### config.mk
export PLATFORM = sky130hd
export DESIGN_NAME = mux_sel_arbiter
export DESIGN_NICKNAME = d
export VERILOG_FILES = /design/src/rtl/mux_sel_arbiter.sv
export SDC_FILE = /design/constraint.sdc
export NUM_CORES = 1
export LEC_CHECK = 0
export BUFFER_PORTS_ARGS = -buffer_cell sky130_fd_sc_hd__clkbuf_2
export CORE_MARGIN = 4
export CORE_UTILIZATION = 54
export CTS_BUF_LIST = sky130_fd_sc_hd__clkbuf_4
export CTS_CLUSTER_DIAMETER = 100
export DETAILED_ROUTE_END_ITERATION = 8
export PLACE_DENSITY = 0.76
export SLEW_MARGIN = 5
export SYNTH_ARGS = -nofsm -noshare
export SYNTH_HDL_FRONTEND = slang
export SYNTH_SLANG_ARGS = --single-unit
### constraint.sdc
create_clock -name clk -period 2.02 [get_ports clk]
set_clock_uncertainty 0.15 [all_clocks]
set_input_delay 0.303 -clock clk [delete_from_list [all_inputs] [get_ports clk]]
set_output_delay 0.303 -clock clk [all_outputs]
set_load 0.005 [all_outputs]
### src/rtl/mux_sel_arbiter.sv
// Two-requester round-robin arbiter driving the select of a 2:1 mux.
// Grants are held between MIN_HOLD and MAX_HOLD cycles; all outputs are registered.
module mux_sel_arbiter #(
    parameter int unsigned MIN_HOLD = 2,
    parameter int unsigned MAX_HOLD = 8,
    parameter int unsigned CNT_W    = 4
) (
    input  logic clk,
    input  logic rst_n,
    input  logic req_a,
    input  logic req_b,
    output logic gnt_a,
    output logic gnt_b,
    output logic sel,
    output logic busy
);

    typedef enum logic [1:0] {
        IDLE  = 2'd0,
        OWN_A = 2'd1,
        OWN_B = 2'd2
    } state_t;

    localparam logic [CNT_W-1:0] MIN_C = CNT_W'(MIN_HOLD);
    localparam logic [CNT_W-1:0] MAX_C = CNT_W'(MAX_HOLD);
    localparam logic [CNT_W-1:0] ONE_C = CNT_W'(1);

    state_t           state;
    logic [CNT_W-1:0] cnt;
    logic             last_b;

    logic             rel_a_c;
    logic             rel_b_c;
    logic             pick_a_c;
    logic             pick_b_c;
    logic [CNT_W-1:0] cnt_inc_c;

    // Release conditions for the current owner, evaluated against the current hold count.
    assign rel_a_c   = (!req_a && (cnt >= MIN_C)) || (req_b && (cnt >= MAX_C));
    assign rel_b_c   = (!req_b && (cnt >= MIN_C)) || (req_a && (cnt >= MAX_C));
    // From idle, A wins unless B also requests and A was the last owner.
    assign pick_a_c  = req_a && (!req_b || last_b);
    assign pick_b_c  = req_b && !pick_a_c;
    assign cnt_inc_c = (cnt >= MAX_C) ? MAX_C : cnt + ONE_C;

    always_ff @(posedge clk or negedge rst_n) begin
        if (!rst_n) begin
            state  <= IDLE;
            cnt    <= '0;
            last_b <= 1'b1;
            gnt_a  <= 1'b0;
            gnt_b  <= 1'b0;
            sel    <= 1'b0;
            busy   <= 1'b0;
        end else begin
            case (state)
                IDLE: begin
                    if (pick_a_c) begin
                        state  <= OWN_A;
                        cnt    <= ONE_C;
                        last_b <= 1'b0;
                        gnt_a  <= 1'b1;
                        gnt_b  <= 1'b0;
                        sel    <= 1'b0;
                        busy   <= 1'b1;
                    end else if (pick_b_c) begin
                        state  <= OWN_B;
                        cnt    <= ONE_C;
                        last_b <= 1'b1;
                        gnt_a  <= 1'b0;
                        gnt_b  <= 1'b1;
                        sel    <= 1'b1;
                        busy   <= 1'b1;
                    end
                end
                OWN_A: begin
                    if (rel_a_c && req_b) begin
                        state  <= OWN_B;
                        cnt    <= ONE_C;
                        last_b <= 1'b1;
                        gnt_a  <= 1'b0;
                        gnt_b  <= 1'b1;
                        sel    <= 1'b1;
                        busy   <= 1'b1;
                    end else if (rel_a_c) begin
                        state <= IDLE;
                        cnt   <= '0;
                        gnt_a <= 1'b0;
                        gnt_b <= 1'b0;
                        busy  <= 1'b0;
                    end else begin
                        cnt <= cnt_inc_c;
                    end
                end
                OWN_B: begin
                    if (rel_b_c && req_a) begin
                        state  <= OWN_A;
                        cnt    <= ONE_C;
                        last_b <= 1'b0;
                        gnt_a  <= 1'b1;
                        gnt_b  <= 1'b0;
                        sel    <= 1'b0;
                        busy   <= 1'b1;
                    end else if (rel_b_c) begin
                        state <= IDLE;
                        cnt   <= '0;
                        gnt_a <= 1'b0;
                        gnt_b <= 1'b0;
                        busy  <= 1'b0;
                    end else begin
                        cnt <= cnt_inc_c;
                    end
                end
                default: begin
                    state <= IDLE;
                    cnt   <= '0;
                    gnt_a <= 1'b0;
                    gnt_b <= 1'b0;
                    busy  <= 1'b0;
                end
            endcase
        end
    end

endmodule

==> reports/results.txt, run 1 <==
Fillers - 92
GRT Total Usage - 0.192
Setup ws final - -76.0 ps
Share of layout cells above drive strength 1 - 0.484
Status - finished with violations
Worst path cell trace - inv_2 > ha_4 > or2_0 > a221o_1 > a21oi_4 > mux2_4
Vias in the first global route - 746
DIE HEIGHT - 48.7 um
Vias per cell - 5.83
Min Tclk post-route - 2100 ps
Placed cell areas - 0.00106 mm^2
Max_cap viols - 0
CTS tree - built
Reg area - 280 um^2
Initial antenna violation count - 0
Clock Tree Root - clkbuf_4
Remaining routing DRC violations - 0
Initial Utilization - 0.580
Syn nets - 101
CP peak stage delay - 420 ps
Core Area - 0.00154 mm^2
Setup violators final - 4
Yosys Warn Count - 0
CTS max path bufs - 2
Row count - 14
Die width - 48.7 um
Largest net degree at the start of global routing - 12
Cells after Synth - 90
Area growth syn-to-layout - 36.0%
Failing checks - negative setup slack
Fmax - 0.477 GHz
Worst path buffer plus inverter count - 1
Crit path max-delay family - compound AO/OA/AOI/OAI gates
Post-synth top cells - inv_1, dfrtp_1, ha_1, nand2_1
Worst-Margin Slew - 344 ps
Slew headroom - 0.768
Most frequent cell after synthesis - inv_1
Sequential area share after synthesis - 0.310
FFs w/ async S/R, synth - 1.00
Die ar. - 0.00237 mm^2
DR WL/cell - 17.3 um
Global-route wire length before repair - 3.57 mm
DP HPWL - 1.60 mm
IO Pins - 8
PortBufs - 7
FF+latch count, synth - 11
Clk_lat worst skew - 270 ps
Area contributors post-synth - dfrtp_1, ha_1, mux2_4
WP data required - 2030 ps
CP max-delay cell - dfrtp_2
Pre-Repair DR Iteration Count - 4
Static Leak - 0.568 nW
Power per Cell Area - 1490 mW/mm^2
Yosys top cell by area - dfrtp_1
Worst-path clk slew - 70 ps
Hold violation count in the final report - 0
Synth unique cells - 38
Fin. max-slew vios - 0
Fin crit share - 1.04
Mean Syn Cell Area - 9.93 um^2
Antenna diodes - 0
Drt total wl - 2.39 mm
DR vias - 805
Clock sinks - 11
Primary FF master, synth - dfrtp_1
Grt total ovfl - 0
Number of synthesized flops with an enable pin - 0
Critical path class - register to register
Hold Path Class - primary input to asynchronous set/reset pin
Post-layout instance area - 0.00121 mm^2
CP arrival - 2100 ps
H-tree levels - 1
RD Place Congestion - 0.827
Share of the synthesized area in the top cell type - 0.280
Multi-input logic area - 613 um^2
Worst setup EP type - register
Max Fanout on Critical Path - 5
Worst setup SP type - register
TritonCTS Buffers - 3
DRT iter0 DRCs - 25
Final setup TNS - -287 ps
Post-Syn Area - 893 um^2
Worst vdd ir - 1.05 mV
Nets - 134
RSZ-0062 raised after global routing - yes
Antenna Nets Post-Route - 0
[what timing repair did]
action                                 in CTS  in global routing
setup endpoints to repair                   7                 11
endpoints found under the hold margin      10                  0
setup buffers                               2                  4
resized for setup                           7                  9
pin swaps                                   3                  8
hold buffers                                1                  0
[logic make-up after synthesis]
| logic type | count (synthesis) | synth area share |
|---|---|---|
| flops | 11 | 0.310 |
| fa+ha+maj | 7 | 0.0980 |
| buf+inv | 14 | 0.0728 |
| compound gates | 24 | 0.237 |
| simple gates | 28 | 0.193 |
| mux | 6 | 0.0896 |
[state kept, by name, indices dropped and copies added (netlist names)]
name    cells
sel         1
last_b      1
cnt         4
gnt_b       1
state       2
gnt_a       1
busy        1
[stage by stage]
stage          worst slack, ps   util  total power, mW  instances  hold WS [ps]
6_report                 -76.0  0.788             1.82        138           330
2_1_floorplan             5.41      -             1.08         90          -143
4_1_cts                  -65.8  0.736             1.67        134           316
3_5_place_dp             -56.2  0.686             1.40        127          43.4
3_3_place_gp             -8.88  0.686             1.36        127          40.1
5_1_grt                   -136  0.788             1.95        138           336
[cell usage in the layout (no fill, tap or decap), types with 4 or more instances in the layout]
cell | netlist | routed
dfrtp_1 | 10 | 7
clkbuf_4 | 0 | 4
clkbuf_2 | 0 | 7
mux2_4 | 4 | 4
inv_1 | 11 | 9
buf_4 | 1 | 22
nand2b_1 | 4 | 4
a21oi_1 | 4 | 4
nand2_1 | 7 | 7
[worst paths after layout]
path | slack (ps) | start | depth (start not counted) | endpoint
max in group asynchronous | 1110 | rst_n | 2 | last_b$_DFFE_PN1P_
setup / recovery | -80 | state[1]$_DFFE_PN0P_ | 6 | state[1]$_DFFE_PN0P_
setup reg to reg | -80 | state[1]$_DFFE_PN0P_ | 6 | state[1]$_DFFE_PN0P_
hold / removal | 330 | rst_n | 2 | state[0]$_DFFE_PN0P_
min in group clk | 330 | last_b$_DFFE_PN1P_ | 2 | last_b$_DFFE_PN1P_
hold reg to reg | 330 | last_b$_DFFE_PN1P_ | 2 | last_b$_DFFE_PN1P_
[layer usage]
metal / wire [um] / global-route usage / up-vias / part of all wire
met5: 0 / 0 / - / 0
met4: 36 / 0.0942 / 0 / 0.015
met3: 52 / 0.0276 / 4 / 0.022
met2: 1140 / 0.291 / 17 / 0.48
met1: 1170 / 0.266 / 396 / 0.49
li1: - / - / 388 / -
[report_power, final]
part	internal, mW	switching (mW)	total (mW)
clock network	0.0899	0.0749	0.165
logic	0.676	0.582	1.26
registers	0.322	0.0703	0.393
total	1.09	0.727	1.82
[area by class of cell]
cell class,instances,share of cell area
inverters,11,0.0340
well taps,16,0.0165
flip-flops and latches,11,0.231
repair buffers,31,0.189
clock buffers,4,0.0247
multi-input cells,65,0.505
No activity file was read; power rests on OpenSTA's default activity.
==> run 2, diff against run 1 <==
--- a/config.mk
+++ b/config.mk
@@ -12,6 +12,7 @@
 export CTS_CLUSTER_DIAMETER = 100
 export DETAILED_ROUTE_END_ITERATION = 8
 export PLACE_DENSITY = 0.76
+export SKIP_LAST_GASP = 1
 export SLEW_MARGIN = 5
 export SYNTH_ARGS = -nofsm -noshare
 export SYNTH_HDL_FRONTEND = slang
==> run 2 against run 1 <==
  * The flow still finishes with violations (negative setup slack)
  * Utilization decreased by 0.32 points
  * Routed wire length increased by 3.0%
  * Count of clock-buffer cells in the layout unchanged
  * Fmax decreased by 1.0%
  * Power increased by 0.18%
  * Hold slack about the same
  * Via count increased by 2.9%
==> reports/results.txt, run 2 (synthesis results as in run 1) <==
Clock Tree Root - clkbuf_4 (unchanged)
Worst-path clk slew - 70 ps (about the same)
Reg area - 280 um^2 (unchanged)
Worst vdd ir - 1.09 mV (was 1.05 mV)
Area growth syn-to-layout - 35.4% (was 36.0%)
Antenna Nets Post-Route - 0 (unchanged)
GRT Total Usage - 0.192 (unchanged)
Vias per cell - 6.00 (was 5.83)
Worst-Margin Slew - 324 ps (was 344 ps)
DRT iter0 DRCs - 16 (was 25)
Antenna diodes - 0 (unchanged)
Hold violation count in the final report - 0 (unchanged)
Share of layout cells above drive strength 1 - 0.475 (was 0.484)
Core Area - 0.00154 mm^2 (unchanged)
Register share of total power - 0.217 (was 0.216)
Remaining routing DRC violations - 0 (unchanged)
Switching share of power - 0.404 (was 0.401)
CTS tree - built (unchanged)
Final setup TNS - -490 ps (was -287 ps)
Pre-Repair DR Iteration Count - 4 (unchanged)
H-tree levels - 1 (unchanged)
IO Pins - 8 (unchanged)
Drt total wl - 2.46 mm (was 2.39 mm)
Post-layout instance area - 0.00121 mm^2 (about the same)
Setup ws final - -98.0 ps (was -76.0 ps)
Clock sinks - 11 (unchanged)
Max_cap viols - 0 (unchanged)
Row count - 14 (unchanged)
Worst setup SP type - register (unchanged)
Sw Pwr - 0.735 mW (was 0.727 mW)
Nets - 134 (unchanged)
DR WL/cell - 17.8 um (was 17.3 um)
Vias in the first global route - 746 (unchanged)
DR vias - 828 (was 805)
TritonCTS Buffers - 3 (unchanged)
Cells after DPL - 127 (unchanged)
Largest registers - cnt (4), state (2) (unchanged)
Min Tclk post-route - 2120 ps (was 2100 ps)
RSZ-0062 raised after global routing - yes (unchanged)
Hold Path Class - register to register (was primary input to asynchronous set/reset pin)
Power per Cell Area - 1500 mW/mm^2 (was 1490 mW/mm^2)
Worst Hold Slack - 329 ps (was 330 ps)
Clk_lat worst skew - 270 ps (about the same)
Fin. max-slew vios - 0 (unchanged)
Reg-to-reg endpoint - state[1]$_DFFE_PN0P_ (unchanged)
Worst setup EP type - register (unchanged)
Failing checks - negative setup slack (unchanged)
DIE HEIGHT - 48.7 um (unchanged)
Setup violators final - 8 (was 4)
Worst hold endpoint - last_b$_DFFE_PN1P_
Reg2reg start - state[1]$_DFFE_PN0P_ (unchanged)
Power, Total - 1.82 mW (about the same)
P_int - 1.08 mW (was 1.09 mW)
CTS max path bufs - 2 (unchanged)
Grt total ovfl - 0 (unchanged)
Die width - 48.7 um (unchanged)
Comb pwr share - 0.693 (about the same)
Hold path startpoint - last_b$_DFFE_PN1P_
Most common cell after layout, fill and taps aside - buf_4 (unchanged)
Multi-input logic area - 608 um^2 (was 613 um^2)
Largest net degree at the start of global routing - 12 (unchanged)
Die ar. - 0.00237 mm^2 (unchanged)
Initial Utilization - 0.580 (unchanged)
Commonest cells after routing, fill and taps aside - buf_4, inv_1, nand2_1, dfrtp_1, clkbuf_2 (unchanged)
Static Leak - 0.575 nW (was 0.568 nW)
Fillers - 92 (unchanged)
Slew headroom - 0.783 (was 0.768)
Global-route wire length before repair - 3.57 mm (unchanged)
CP arrival - 2120 ps (was 2100 ps)
Most flops, register - cnt (unchanged)
Placed cell areas - 0.00106 mm^2 (unchanged)
WP data required - 2020 ps (was 2030 ps)
Register-to-register setup slack - -100 ps (was -80 ps)
Clock power frac - 0.090 (was 0.091)
PortBufs - 7 (unchanged)
Fmax - 0.472 GHz (was 0.477 GHz)
Fin crit share - 1.05 (was 1.04)
Critical path class - register to register (unchanged)
Max Fanout on Critical Path - 5 (unchanged)
Worst Hold Depth - 2
DP HPWL - 1.60 mm (unchanged)
RD Place Congestion - 0.827 (unchanged)
Max reg flops - 4 (unchanged)
Final non-filler cell total - 138 (unchanged)
Status - finished with violations (unchanged)
Register-to-Register Path Depth - 6 (unchanged)
Initial antenna violation count - 0 (unchanged)
## run 2: cell counts in the layout (fill, tap and decap cells not counted)
No cell type changed its count.
## run 2: timing repair
item                       4_1_cts  5_1_grt
pin swaps                        3        4
gates resized for setup          6        7
setup endpoints to repair        7       11
hold buffers                     1        0
hold endpoints to repair        10        0
setup buffers                    2        4
## run 2: metrics by stage
| stage | util | worst slack [ps] |
|---|---|---|
| 2_1_floorplan | - | 5.41 |
| 3_3_place_gp | 0.686 | -8.88 |
| 4_1_cts | 0.736 | -65.8 |
| 6_report | 0.785 | -98.0 |
| 3_5_place_dp | 0.686 | -56.2 |
| 5_1_grt | 0.785 | -155 |
## run 2: layout make-up
class	count	share of cell area
multi-input combinational	65	0.503
sequential	11	0.232
timing repair buffer	31	0.190
inverter	11	0.0341
clock buffer	4	0.0248
tap	16	0.0165
## run 2: worst max-delay path by stage
stage	start	endpoint	slack (ps)	depth (start not counted)
5_1_grt	state[0]$_DFFE_PN0P_	state[1]$_DFFE_PN0P_	-150	6
4_1_cts	state[1]$_DFFE_PN0P_	gnt_a$_DFFE_PN0P_	-70	6
3_5_place_dp	state[0]$_DFFE_PN0P_	gnt_a$_DFFE_PN0P_	-60	6
6_report	state[1]$_DFFE_PN0P_	state[1]$_DFFE_PN0P_	-100	6
3_3_place_gp	state[0]$_DFFE_PN0P_	gnt_b$_DFFE_PN0P_	-9	6
2_1_floorplan	state[0]$_DFFE_PN0P_	state[1]$_DFFE_PN0P_	5	6
## run 2: power groups by stage
stage,registers [mW],logic [mW],clock network (mW)
after floorplan,0.384,0.695,0
after global placement,0.370,0.993,0
after detailed placement,0.376,1.02,0
after CTS,0.379,1.12,0.169
after global routing,0.410,1.35,0.186
final,0.395,1.26,0.164
## run 2: layer usage
| metal | GRT usage | wire (um) |
|---|---|---|
| met2 | 0.291 | 1180 |
| met1 | 0.266 | 1140 |
| met3 | 0.0276 | 64 |
| met4 | 0.0942 | 72 |
| met5 | 0 | 0 |
## run 2: critical path, cell delays in order, from the launching register on
cell     delay, ps
dfrtp_2        430
inv_2           80
ha_4           160
or2_0          220
a221o_1        360
a21oi_4        270
mux2_4         340
==> run 3, diff against run 2 <==
--- a/config.mk
+++ b/config.mk
@@ -12,8 +12,9 @@
 export CTS_CLUSTER_DIAMETER = 100
 export DETAILED_ROUTE_END_ITERATION = 8
 export PLACE_DENSITY = 0.76
+export RECOVER_POWER = 100
 export SKIP_LAST_GASP = 1
-export SLEW_MARGIN = 5
+export SLEW_MARGIN = 20
 export SYNTH_ARGS = -nofsm -noshare
 export SYNTH_HDL_FRONTEND = slang
 export SYNTH_SLANG_ARGS = --single-unit
==> run 3 against run 2 <==
  * The flow still finishes with violations (negative setup slack)
  * Register-to-register slack about the same
  * Combinational power hardly changed
  * Routed wire length is 0.85% lower
  * Utilization down 0.41 points
  * Count of clock-buffer cells in the layout unchanged
  * Largest cell class unchanged
  * Highest routed layer unchanged
  * Clock power about the same
  * Fmax barely moved
  * Critical path depth did not move
  * Global-route usage is the same
  * Die area unchanged
==> reports/results.txt, run 3 (synthesis results as in run 1) <==
Status - finished with violations (unchanged)
Failing checks - negative setup slack (unchanged)
Worst vdd ir - 1.09 mV (about the same)
Initial antenna violation count - 0 (unchanged)
CP peak stage delay - 430 ps (about the same)
Worst-path clk slew - 70 ps (about the same)
Fin. max-slew vios - 0 (unchanged)
Met3 wire length - 91 um (was 64 um)
Reg2reg start - state[1]$_DFFE_PN0P_ (unchanged)
CP arrival - 2130 ps (was 2120 ps)
Largest net degree at the start of global routing - 12 (unchanged)
Critical path class - register to register (unchanged)
IO Pins - 8 (unchanged)
Cells after DPL - 127 (unchanged)
Sw Pwr - 0.731 mW (was 0.735 mW)
Placed cell areas - 0.00106 mm^2 (unchanged)
H-tree levels - 1 (unchanged)
DR vias - 836 (was 828)
Top layer in use - met4 (unchanged)
Largest registers - cnt (4), state (2) (unchanged)
Post-layout instance area - 0.00120 mm^2 (was 0.00121 mm^2)
Clock Tree Root - clkbuf_4 (unchanged)
Grt total ovfl - 0 (unchanged)
Fin crit share - 1.05 (about the same)
Max_cap viols - 0 (unchanged)
Pre-CTS setup slack - -56.2 ps (unchanged)
CP max-delay cell - dfrtp_2 (unchanged)
CTS max path bufs - 2 (unchanged)
Clk_lat worst skew - 270 ps (about the same)
GRT Total Usage - 0.192 (unchanged)
Fillers - 94 (was 92)
Setup violators final - 8 (unchanged)
CTS tree - built (unchanged)
RSZ-0062 raised after global routing - yes (unchanged)
DIE HEIGHT - 48.7 um (unchanged)
Clock sinks - 11 (unchanged)
Pre-Repair DR Iteration Count - 4 (unchanged)
Vias in the first global route - 746 (unchanged)
Fmax - 0.472 GHz (about the same)
Hold Path Class - register to register (unchanged)
Antenna Nets Post-Route - 0 (unchanged)
DP HPWL - 1.60 mm (unchanged)
Comb pwr share - 0.691 (was 0.693)
Max reg flops - 4 (unchanged)
Core Area - 0.00154 mm^2 (unchanged)
Met2 WL - 1.18 mm (about the same)
Commonest cells after routing, fill and taps aside - buf_4, inv_1, dfrtp_1 (was buf_4, inv_1, nand2_1, dfrtp_1, clkbuf_2)
DR WL/cell - 17.7 um (was 17.8 um)
Worst path buffer plus inverter count - 1 (unchanged)
DRT iter0 DRCs - 18 (was 16)
TritonCTS Buffers - 3 (unchanged)
Initial Utilization - 0.580 (unchanged)
Global-route wire length before repair - 3.57 mm (unchanged)
Met1 wire length - 1.10 mm (was 1.14 mm)
Share of layout cells above drive strength 1 - 0.434 (was 0.475)
Max Fanout on Critical Path - 5 (unchanged)
Final non-filler cell total - 138 (unchanged)
Most flops, register - cnt (unchanged)
WP data required - 2030 ps (was 2020 ps)
Worst-Margin Slew - 608 ps (was 324 ps)
Power, Total - 1.81 mW (was 1.82 mW)
Worst path cell trace - inv_2 > ha_4 > or2_0 > a221o_1 > a21oi_4 > mux2_4 (unchanged)
Worst setup EP type - register (unchanged)
Power per Cell Area - 1500 mW/mm^2 (about the same)
Worst setup SP type - register (unchanged)
Hold path startpoint - last_b$_DFFE_PN1P_ (unchanged)
Min Tclk post-route - 2120 ps (about the same)
Most common cell after layout, fill and taps aside - buf_4 (unchanged)
Hold violation count in the final report - 0 (unchanged)
Area growth syn-to-layout - 34.7% (was 35.4%)
Drt total wl - 2.44 mm (was 2.46 mm)
P_int - 1.08 mW (about the same)
Crit path max-delay family - compound AO/OA/AOI/OAI gates (unchanged)
Setup ws final - -100 ps (was -98.0 ps)
RD Place Congestion - 0.827 (unchanged)
PortBufs - 7 (unchanged)
Register share of total power - 0.218 (was 0.217)
Worst Hold Slack - 329 ps (about the same)
Antenna diodes - 0 (unchanged)
Slew headroom - 0.595 (was 0.783)
Nets - 134 (unchanged)
Die ar. - 0.00237 mm^2 (unchanged)
Die width - 48.7 um (unchanged)
Switching share of power - 0.405 (was 0.404)
Static Leak - 0.564 nW (was 0.575 nW)
Remaining routing DRC violations - 0 (unchanged)
Row count - 14 (unchanged)
CP startpoint - state[1]$_DFFE_PN0P_ (unchanged)
Vias per cell - 6.06 (was 6.00)
Clock power frac - 0.092 (was 0.090)
==> run 3: cell counts in the layout (fill, tap and decap cells not counted) <==
Identical to the previous run, type by type.
==> run 3: layout make-up <==
| cell class | instances | area, um^2 | area share |
|---|---|---|---|
| flip-flops and latches | 11 | 279 | 0.232 |
| repair buffers | 31 | 225 | 0.187 |
| multi-input cells | 65 | 608 | 0.505 |
| inverters | 11 | 41.3 | 0.0343 |
| clock buffers | 4 | 30.0 | 0.0249 |
| well taps | 16 | 20.0 | 0.0166 |
==> run 3: repair_timing <==
item | CTS | global route
hold buffers | 1 | 0
pin swaps | 3 | 4
hold endpoints to repair | 10 | 0
setup endpoints to repair | 7 | 11
resized for setup | 6 | 7
buffers inserted | 2 | 4
==> run 3: worst paths after layout <==
path	to	slack, ps	cells after the start
worst max-delay path	state[1]$_DFFE_PN0P_	-100	6
worst min-delay path	last_b$_DFFE_PN1P_	330	2
worst max register to register	state[1]$_DFFE_PN0P_	-100	6
worst min register to register	last_b$_DFFE_PN1P_	330	2
max in group asynchronous	state[0]$_DFFE_PN0P_	850	2
min in group asynchronous	sel$_DFFE_PN0P_	440	2
==> run 3: worst reg2reg max path, delay by kind of cell, from the launching register on <==
kind	cells	cell delay, ps
adders and majority gates	1	170
AOI/OAI and AO/OA	2	630
DFF	1	430
muxes	1	340
and+or+nand+nor	1	220
buffers and inverters	1	80
==> run 3: power by group through the flow <==
stage,Clock (mW),Sequential [mW],Combinational [mW]
floorplan,0,0.384,0.695
global placement,0,0.370,0.993
detailed placement,0,0.376,1.02
CTS,0.169,0.379,1.12
global route,0.186,0.407,1.34
finish,0.165,0.393,1.25
==> run 3: metrics by stage <==
stage / setup TNS [ps] / util
floorplan: 0 / -
global placement: -32.4 / 0.686
detailed placement: -226 / 0.686
CTS: -251 / 0.736
global route: -1090 / 0.781
finish: -462 / 0.781
==> run 3: per-layer routing <==
layer	up-vias	track usage
met1	411	0.266
met5	-	0
met2	31	0.291
met4	0	0.0942
met3	9	0.0276
li1	385	-
